**src/rtl/mem_port_arbiter.sv**
```systemverilog
// Memory port arbiter: shares one req/gnt/rvalid bus port between instruction fetch and the LSU.
// One transaction outstanding at a time; data has priority, fetch is protected by a starve counter.
module mem_port_arbiter #(
  parameter int unsigned ADDR_W       = 32,
  parameter int unsigned DATA_W       = 32,
  parameter int unsigned STARVE_LIMIT = 4
) (
  input  logic                clk_i,
  input  logic                rst_ni,
  input  logic                instr_req_i,
  input  logic [ADDR_W-1:0]   instr_addr_i,
  output logic                instr_gnt_o,
  output logic                instr_rvalid_o,
  output logic [DATA_W-1:0]   instr_rdata_o,
  output logic                instr_err_o,
  input  logic                data_req_i,
  input  logic                data_we_i,
  input  logic [DATA_W/8-1:0] data_be_i,
  input  logic [ADDR_W-1:0]   data_addr_i,
  input  logic [DATA_W-1:0]   data_wdata_i,
  output logic                data_gnt_o,
  output logic                data_rvalid_o,
  output logic [DATA_W-1:0]   data_rdata_o,
  output logic                data_err_o,
  output logic                mem_req_o,
  output logic                mem_we_o,
  output logic [DATA_W/8-1:0] mem_be_o,
  output logic [ADDR_W-1:0]   mem_addr_o,
  output logic [DATA_W-1:0]   mem_wdata_o,
  input  logic                mem_gnt_i,
  input  logic                mem_rvalid_i,
  input  logic [DATA_W-1:0]   mem_rdata_i,
  input  logic                mem_err_i,
  output logic                instr_stall_o,
  output logic                data_stall_o,
  output logic                busy_o
);

  localparam int unsigned BeW = DATA_W / 8;

  typedef enum logic [1:0] {StIdle, StReq, StResp} state_e;
  typedef enum logic [1:0] {OwnNone, OwnInstr, OwnData} owner_e;

  state_e            state_q, state_d;
  owner_e            owner_q, owner_d;
  logic [3:0]        starve_q, starve_d;
  logic              we_q, we_d;
  logic [BeW-1:0]    be_q, be_d;
  logic [ADDR_W-1:0] addr_q, addr_d;
  logic [DATA_W-1:0] wdata_q, wdata_d;

  logic instr_wins;
  logic resp_fire;
  logic owner_wait;

  assign instr_wins = instr_req_i & (~data_req_i | (starve_q == 4'(STARVE_LIMIT)));

  always_comb begin
    state_d  = state_q;
    owner_d  = owner_q;
    starve_d = starve_q;
    we_d     = we_q;
    be_d     = be_q;
    addr_d   = addr_q;
    wdata_d  = wdata_q;
    unique case (state_q)
      StIdle: begin
        if (instr_req_i | data_req_i) begin
          state_d = StReq;
          if (instr_wins) begin
            owner_d = OwnInstr;
            we_d    = 1'b0;
            be_d    = '1;
            addr_d  = instr_addr_i;
            wdata_d = '0;
          end else begin
            owner_d = OwnData;
            we_d    = data_we_i;
            be_d    = data_be_i;
            addr_d  = data_addr_i;
            wdata_d = data_wdata_i;
          end
        end
        // Count only data wins taken while fetch was pending.
        if (!instr_req_i || instr_wins) begin
          starve_d = '0;
        end else if (starve_q != 4'(STARVE_LIMIT)) begin
          starve_d = starve_q + 4'd1;
        end
      end
      StReq: begin
        if (mem_gnt_i) state_d = StResp;
      end
      StResp: begin
        if (mem_rvalid_i) begin
          state_d = StIdle;
          owner_d = OwnNone;
        end
      end
      default: state_d = StIdle;
    endcase
  end

  always_ff @(posedge clk_i) begin
    if (!rst_ni) begin
      state_q  <= StIdle;
      owner_q  <= OwnNone;
      starve_q <= '0;
      we_q     <= 1'b0;
      be_q     <= '0;
      addr_q   <= '0;
      wdata_q  <= '0;
    end else begin
      state_q  <= state_d;
      owner_q  <= owner_d;
      starve_q <= starve_d;
      we_q     <= we_d;
      be_q     <= be_d;
      addr_q   <= addr_d;
      wdata_q  <= wdata_d;
    end
  end

  assign mem_req_o   = (state_q == StReq);
  assign mem_we_o    = we_q;
  assign mem_be_o    = be_q;
  assign mem_addr_o  = addr_q;
  assign mem_wdata_o = wdata_q;
  assign busy_o      = (state_q != StIdle);

  assign resp_fire  = (state_q == StResp) & mem_rvalid_i;
  // The owner is still waiting from selection until its response arrives.
  assign owner_wait = (state_q != StIdle) & ~resp_fire;

  assign instr_gnt_o    = mem_req_o & (owner_q == OwnInstr) & mem_gnt_i;
  assign data_gnt_o     = mem_req_o & (owner_q == OwnData) & mem_gnt_i;
  assign instr_rvalid_o = resp_fire & (owner_q == OwnInstr);
  assign data_rvalid_o  = resp_fire & (owner_q == OwnData);
  assign instr_err_o    = instr_rvalid_o & mem_err_i;
  assign data_err_o     = data_rvalid_o & mem_err_i;
  assign instr_rdata_o  = instr_rvalid_o ? mem_rdata_i : '0;
  assign data_rdata_o   = data_rvalid_o ? mem_rdata_i : '0;

  assign instr_stall_o = (instr_req_i & ~instr_gnt_o) | ((owner_q == OwnInstr) & owner_wait);
  assign data_stall_o  = (data_req_i & ~data_gnt_o) | ((owner_q == OwnData) & owner_wait);

endmodule

```
**config.mk**
```make
export PLATFORM = sky130hd
export DESIGN_NAME = mem_port_arbiter
export DESIGN_NICKNAME = d
export VERILOG_FILES = /design/src/rtl/mem_port_arbiter.sv
export SDC_FILE = /design/constraint.sdc
export NUM_CORES = 1
export LEC_CHECK = 0
export CAP_MARGIN = 0
export CORE_ASPECT_RATIO = 0.6
export CORE_MARGIN = 2
export CORE_UTILIZATION = 39
export DETAILED_ROUTE_END_ITERATION = 16
export PLACE_DENSITY_LB_ADDON = 0.25
export SYNTH_ARGS = -nofsm -noshare
export SYNTH_HDL_FRONTEND = slang
export SYNTH_SLANG_ARGS = --single-unit
```
**constraint.sdc**
```tcl
create_clock -name clk_i -period 4.16 [get_ports clk_i]
set_input_delay 0.416 -clock clk_i [delete_from_list [all_inputs] [get_ports clk_i]]
set_output_delay 0.416 -clock clk_i [all_outputs]
set_load 0.005 [all_outputs]
```
=== After elaboration in Yosys (flattened, before gate mapping) ===
Index checks and enable logic that the tools add are counted.

* Add/subtract/negate cells: 1
* Eq/ne operators: 9
* Multiplexer cells: 15
* Bitwise operators: 23
* Reductions and logical operators: 10

{| class="wikitable"
|+ Operators with widths
! cell !! number
|-
| 2-to-1 mux 32 bit || 4
|-
| AND 1 bit || 15
|-
| 2-to-1 mux 4 bit || 3
|-
| 2-to-1 mux 2 bit || 5
|-
| case mux 2 bit (3 select lines) || 1
|-
| AND reduction 3 bit || 2
|-
| nonzero test 2 bit || 3
|-
| adder 4 x 1 -> 4 bit, second input constant || 1
|-
| == test 2 x 1 -> 1 bit, second input constant || 2
|-
| == test 2 bit, second input constant || 2
|-
| == test 4 x 3 -> 1 bit, second input constant || 1
|-
| != test 2 bit, second input constant || 2
|-
| != test 4 x 3 -> 1 bit, second input constant || 1
|-
| NOT 1 bit || 4
|-
| bitwise OR 1 bit || 4
|-
| case mux 2 bit (2 select lines) || 1
|-
| AND reduction 2 bit || 2
|-
| logical NOT 2 bit || 1
|-
| != test 2 x 1 -> 1 bit, second input constant || 1
|-
| logical NOT 1 bit || 1
|-
| logical OR 1 bit || 1
|-
| 2-to-1 mux 1 bit || 1
|}

* Flip-flop bits (word level): 77
* Output and inout port bits: 143

=== Longest topological paths before layout ===
* Depth in word-level cells: 6
* Depth in mapped cells: 7
* Gate-level depth less buffers: 5

=== Worst setup path before layout ===
OpenSTA, ideal clock, no wires.

* Path kind: register to output
* Start point: register state_q[0]
* End point: output instr_rdata_o[10]
* Data arrival time: 1.164 ns
* Required time: 3.744 ns
* Slack: 2.580 ns
* Stages on the path, launching flop included: 5
* Path through: dfxtp_1 nand3b_1 nor2_1 clkbuf_1 and2_1

* Word-level cells in the longest chain between the ends: 4

{| class="wikitable"
|+ Ends and longest elaborated chain
! what !! RTL line !! text
|-
| start: declaration || 44 || <nowiki>state_e state_q, state_d;</nowiki>
|-
| start signal: assignment || 106 || <nowiki>state_q <= StIdle;</nowiki>
|-
| start signal: assignment || 114 || <nowiki>state_q <= state_d;</nowiki>
|-
| == test 2 bit || 131 || <nowiki>assign resp_fire = (state_q == StResp) & mem_rvalid_i;</nowiki>
|-
| AND 1 bit || 131 ||
|-
| AND 1 bit || 137 || <nowiki>assign instr_rvalid_o = resp_fire & (owner_q == OwnInstr);</nowiki>
|-
| 2-to-1 mux 32 bit || 141 || <nowiki>assign instr_rdata_o = instr_rvalid_o ? mem_rdata_i : '0;</nowiki>
|-
| end: declaration || 14 || <nowiki>output logic [DATA_W-1:0] instr_rdata_o,</nowiki>
|}

Every way passes these cells.

=== Worst setup path after layout ===
* Start point: input instr_req_i
* End point: register addr_q[8], in the netlist mem_addr_o[8]

* Word-level cells in the longest chain between the ends: 2
* Elaborated cells on any way between the ends: 4
* Classes of those cells: mux: 1; bitwise: 2; reduce/logical: 1

{| class="wikitable"
|+ Ends and longest elaborated chain
! what !! RTL line !! text
|-
| start: declaration || 10 || <nowiki>input logic instr_req_i,</nowiki>
|-
| AND 1 bit / bitwise OR 1 bit (equally long branches) || 56, 68 ||
|-
| 2-to-1 mux 32 bit / AND reduction 2 bit (equally long branches) || -- ||
|-
| end signal: assignment || 119 || <nowiki>addr_q <= addr_d;</nowiki>
|-
| end: declaration || 49 || <nowiki>logic [ADDR_W-1:0] addr_q, addr_d;</nowiki>
|}

Several ways; a longest one is shown, not always the timed one.
A chain may end at the register's enable or synchronous reset.

==> impl_results.md <==
* Status: completed
* CP bufs+invs at 2
* Synth warnings at 0
* Final ANT Viol Nets at 0
* RSZ-0062 raised after global routing: no
* Final WL at 16,010 µm
* Seq/Total Area, Yosys at 36.86%
* Critical path origin: instr_req_i
* Post-Synthesis Cell Area at roughly 4200 µm²
* H-tree depth at 3
* Port Buffers at roughly 280
* Reg2Reg Capture Point: mem_addr_o[8]
* Max Cap Viol at 0
* # DRC at 0
* FMAX at roughly 0.36 GHz
* Max Fanout on Critical Path at 73
* Worst r2r src: starve_q[0]
* Die Wd at approximately 140 µm
* Die Span Y at 84.21 µm
* First-pass GRT wire length at roughly 24,000 µm
* DIE AREA at about 12,000 µm²
* # IOs at ~280
* DR vias at just under 5,000
* Antenna violations before repair at 0
* Area of the multi-input gates at 2355 µm²
* Hold Path Class: flip-flop to flip-flop
* Initial DRC Count at between 200 and 250
* Layout cell share with drive strength beyond 1 at 4.189%
* R2r setup slk at roughly 1.6 ns
* Starting density of the core at about two fifths
* Period utilisation layout at roughly 67%
* Hold Fails Final Rpt at 0
* Clk buf depth at 2
* Post-synthesis area per instance at 8.499 µm²
* Crit path launch type: primary input
* CP max-delay cell: nand4b_4
* Vias per cell at about 5.5
* Critical Path Max Stage Delay at slightly below 0.8 ns
* Setup violations, final at 0
* Leakage power at 0.002775 µW
* Commonest non-fill, non-tap cell in the layout: clkdlybuf4s50_1
* Worst path cell trace: clkdlybuf4s50_1 > nand4b_4 > buf_4 > and3_1 > o311a_1
* CTS clk-pin slew, worst paths at around 0.07 ns
* GRT Residual Overflow at 0
* Synth Register Bits at 77
* Worst slew pin tran at ~1.3 ns
* Hold buffers post-CTS at 0
* CP endpoint: mem_addr_o[8]
* Levels on crit path at 5
* Cell family with most CP delay: buffers and inverters
* Worst-Skew Late Latency at between 0.3 and 0.4 ns
* Crit Path Class: primary input to flip-flop
* Largest net degree at the start of global routing at 77
* Vias in the first global route at 4,609
* Syn_nets at approximately 630
* First-pass iteration count of the detailed router at 5
* Syn Inst Count at between 400 and 500
* Final min period at roughly 2.8 ns
* Power Dens Cells at slightly above 300 nW/µm²
* Root buf cell: clkbuf_16
* Core Region at approximately 10,000 µm²
* Critical Path End Type: flip-flop
* Row cnt at 29
* CTS tree: yes
* Most frequent cells in the layout: 282 x clkdlybuf4s50_1, 77 x dfxtp_1, 66 x and2_1, 39 x a21oi_1, 38 x o21bai_1
* Max Clock Skew at 0.008489 ns
* Number of distinct library cells after synthesis at 34
* PostCTS Resize Cnt at 0
* Storage cell area at between 1500 and 2000 µm²
* Headroom to the max-slew limit at around 14%
* Sum of negative setup slack at 0 ns
* Area growth, synth to finish at 74.48%
* Post-DP HPWL at between 10,000 and 15,000 µm
* Number of buffers created by CTS at 9
* Post-CTS Setup Inserts at 0
* Inserted Diodes at 0
* CP required at 4.39 ns
* Pins Over Slew Limit at 0
* Final core occ at 69.57%
* Placer Congestion at between 0.8 and 0.9
* FILL cells at approximately 830
* R2R cell count at 6
* Worst Path Arrival at just over 3 ns
* Maximum vdd ir drop at about 0.00022 V
* Final nets at 877
* Wire per inst at 18.22 µm
* # clock sinks at a little under 80
* GRT Total Usage at 26.36%
layer usage:
layer  up-vias  GRT usage, %  part of all wire, %
li1       2301             -                    -
met1      2294         30.80                   40
met2       191         46.09                   50
met3        28         7.971                  7.9
met4         0         8.622                  2.3
met5         -             0                    0
worst min-delay path by stage:
stage / from / end / slack (ns) / cells after the start
5_1_grt: mem_wdata_o[14] / mem_wdata_o[14] / 0.50 / 2
3_5_place_dp: mem_wdata_o[0] / mem_wdata_o[0] / 0.47 / 2
6_report: mem_wdata_o[0] / mem_wdata_o[0] / 0.48 / 2
3_3_place_gp: mem_wdata_o[21] / mem_wdata_o[21] / 0.46 / 2
4_1_cts: mem_wdata_o[0] / mem_wdata_o[0] / 0.48 / 2
2_1_floorplan: starve_q[1] / starve_q[1] / 0.47 / 2
synth_stat cells, drive strengths merged:
| cell | n | area share (%) |
|---|---|---|
| dfxtp | 77 | 37 |
| and2 | 67 | 10 |
| a21oi | 39 | 4.7 |
| o21bai | 38 | 6.8 |
| nand4 | 36 | 5.4 |
| o311a | 36 | 8.6 |
| o21ai | 34 | 4.2 |
| clkbuf | 33 | 3.0 |
| a21boi | 32 | 5.7 |
| and3 | 32 | 4.8 |
| buf | 26 | 3.5 |
| nand2 | 8 | 0.72 |
| nor2 | 7 | 0.75 |
| inv | 5 | 0.45 |
| nand2b | 3 | 0.63 |
| nand3 | 3 | 0.36 |
| nand4b | 3 | 0.99 |
| a31oi | 2 | 0.30 |
| ha | 2 | 0.60 |
| nand3b | 2 | 0.36 |
| o211ai | 2 | 0.36 |
| a211o | 1 | 0.21 |
| and4b | 1 | 0.24 |
| nor2b | 1 | 0.15 |
| nor3 | 1 | 0.12 |
| nor4b | 1 | 0.21 |
cells by family (layout without fill, tap and decap cells):
group	after synthesis	count (layout)	share of synthesized area [%]
AOI/OAI and AO/OA	184	184	30.88
adders and majority gates	2	2	0.5983
buffers and inverters	64	312	6.942
DFF	77	77	36.86
and+or+nand+nor	165	165	24.72
area by class of cell:
| type | count | area share (%) |
|---|---|---|
| clock buffers | 9 | 3.087 |
| clock inverters | 7 | 1.252 |
| inverters | 5 | 0.2572 |
| multi-input cells | 351 | 32.28 |
| flip-flops and latches | 77 | 21.13 |
| well taps | 139 | 2.384 |
| repair buffers | 291 | 39.62 |
state kept, by name, indices dropped and copies added, names as in the netlist:
signal and flops:
owner_q 2, state_q 2, starve_q 4, mem_addr_o 32
mem_be_o 4, mem_wdata_o 32, mem_we_o 1
power breakdown:
part	leakage, µW	internal, µW	switching, µW
Clock	0.000151	480	355
Sequential	0.000635	801	32.8
Combinational	0.00199	321	212
Total	0.00278	1600	599
worst reg2reg max path, cell delays in order (launching register included):
cell	delay, ns
dfxtp_1	0.34
inv_1	0.09
ha_1	0.23
nand4b_4	0.74
buf_4	0.54
and3_1	0.22
o311a_1	0.33
metrics by stage:
stage          setup WS [ns]  std cells  cell area [µm²]  total power (µW)  hold WS [ns]
2_1_floorplan          2.580        492             4182              1066        0.4701
5_1_grt                1.199        879             7296              2291        0.4979
3_5_place_dp           1.036        863             6979              1379        0.4682
6_report               1.368        879             7296              2202        0.4780
4_1_cts                1.396        879             7296              2220        0.4775
3_3_place_gp           1.125        863             6979              1363        0.4610
No activity file was read; power rests on OpenSTA's default activity.
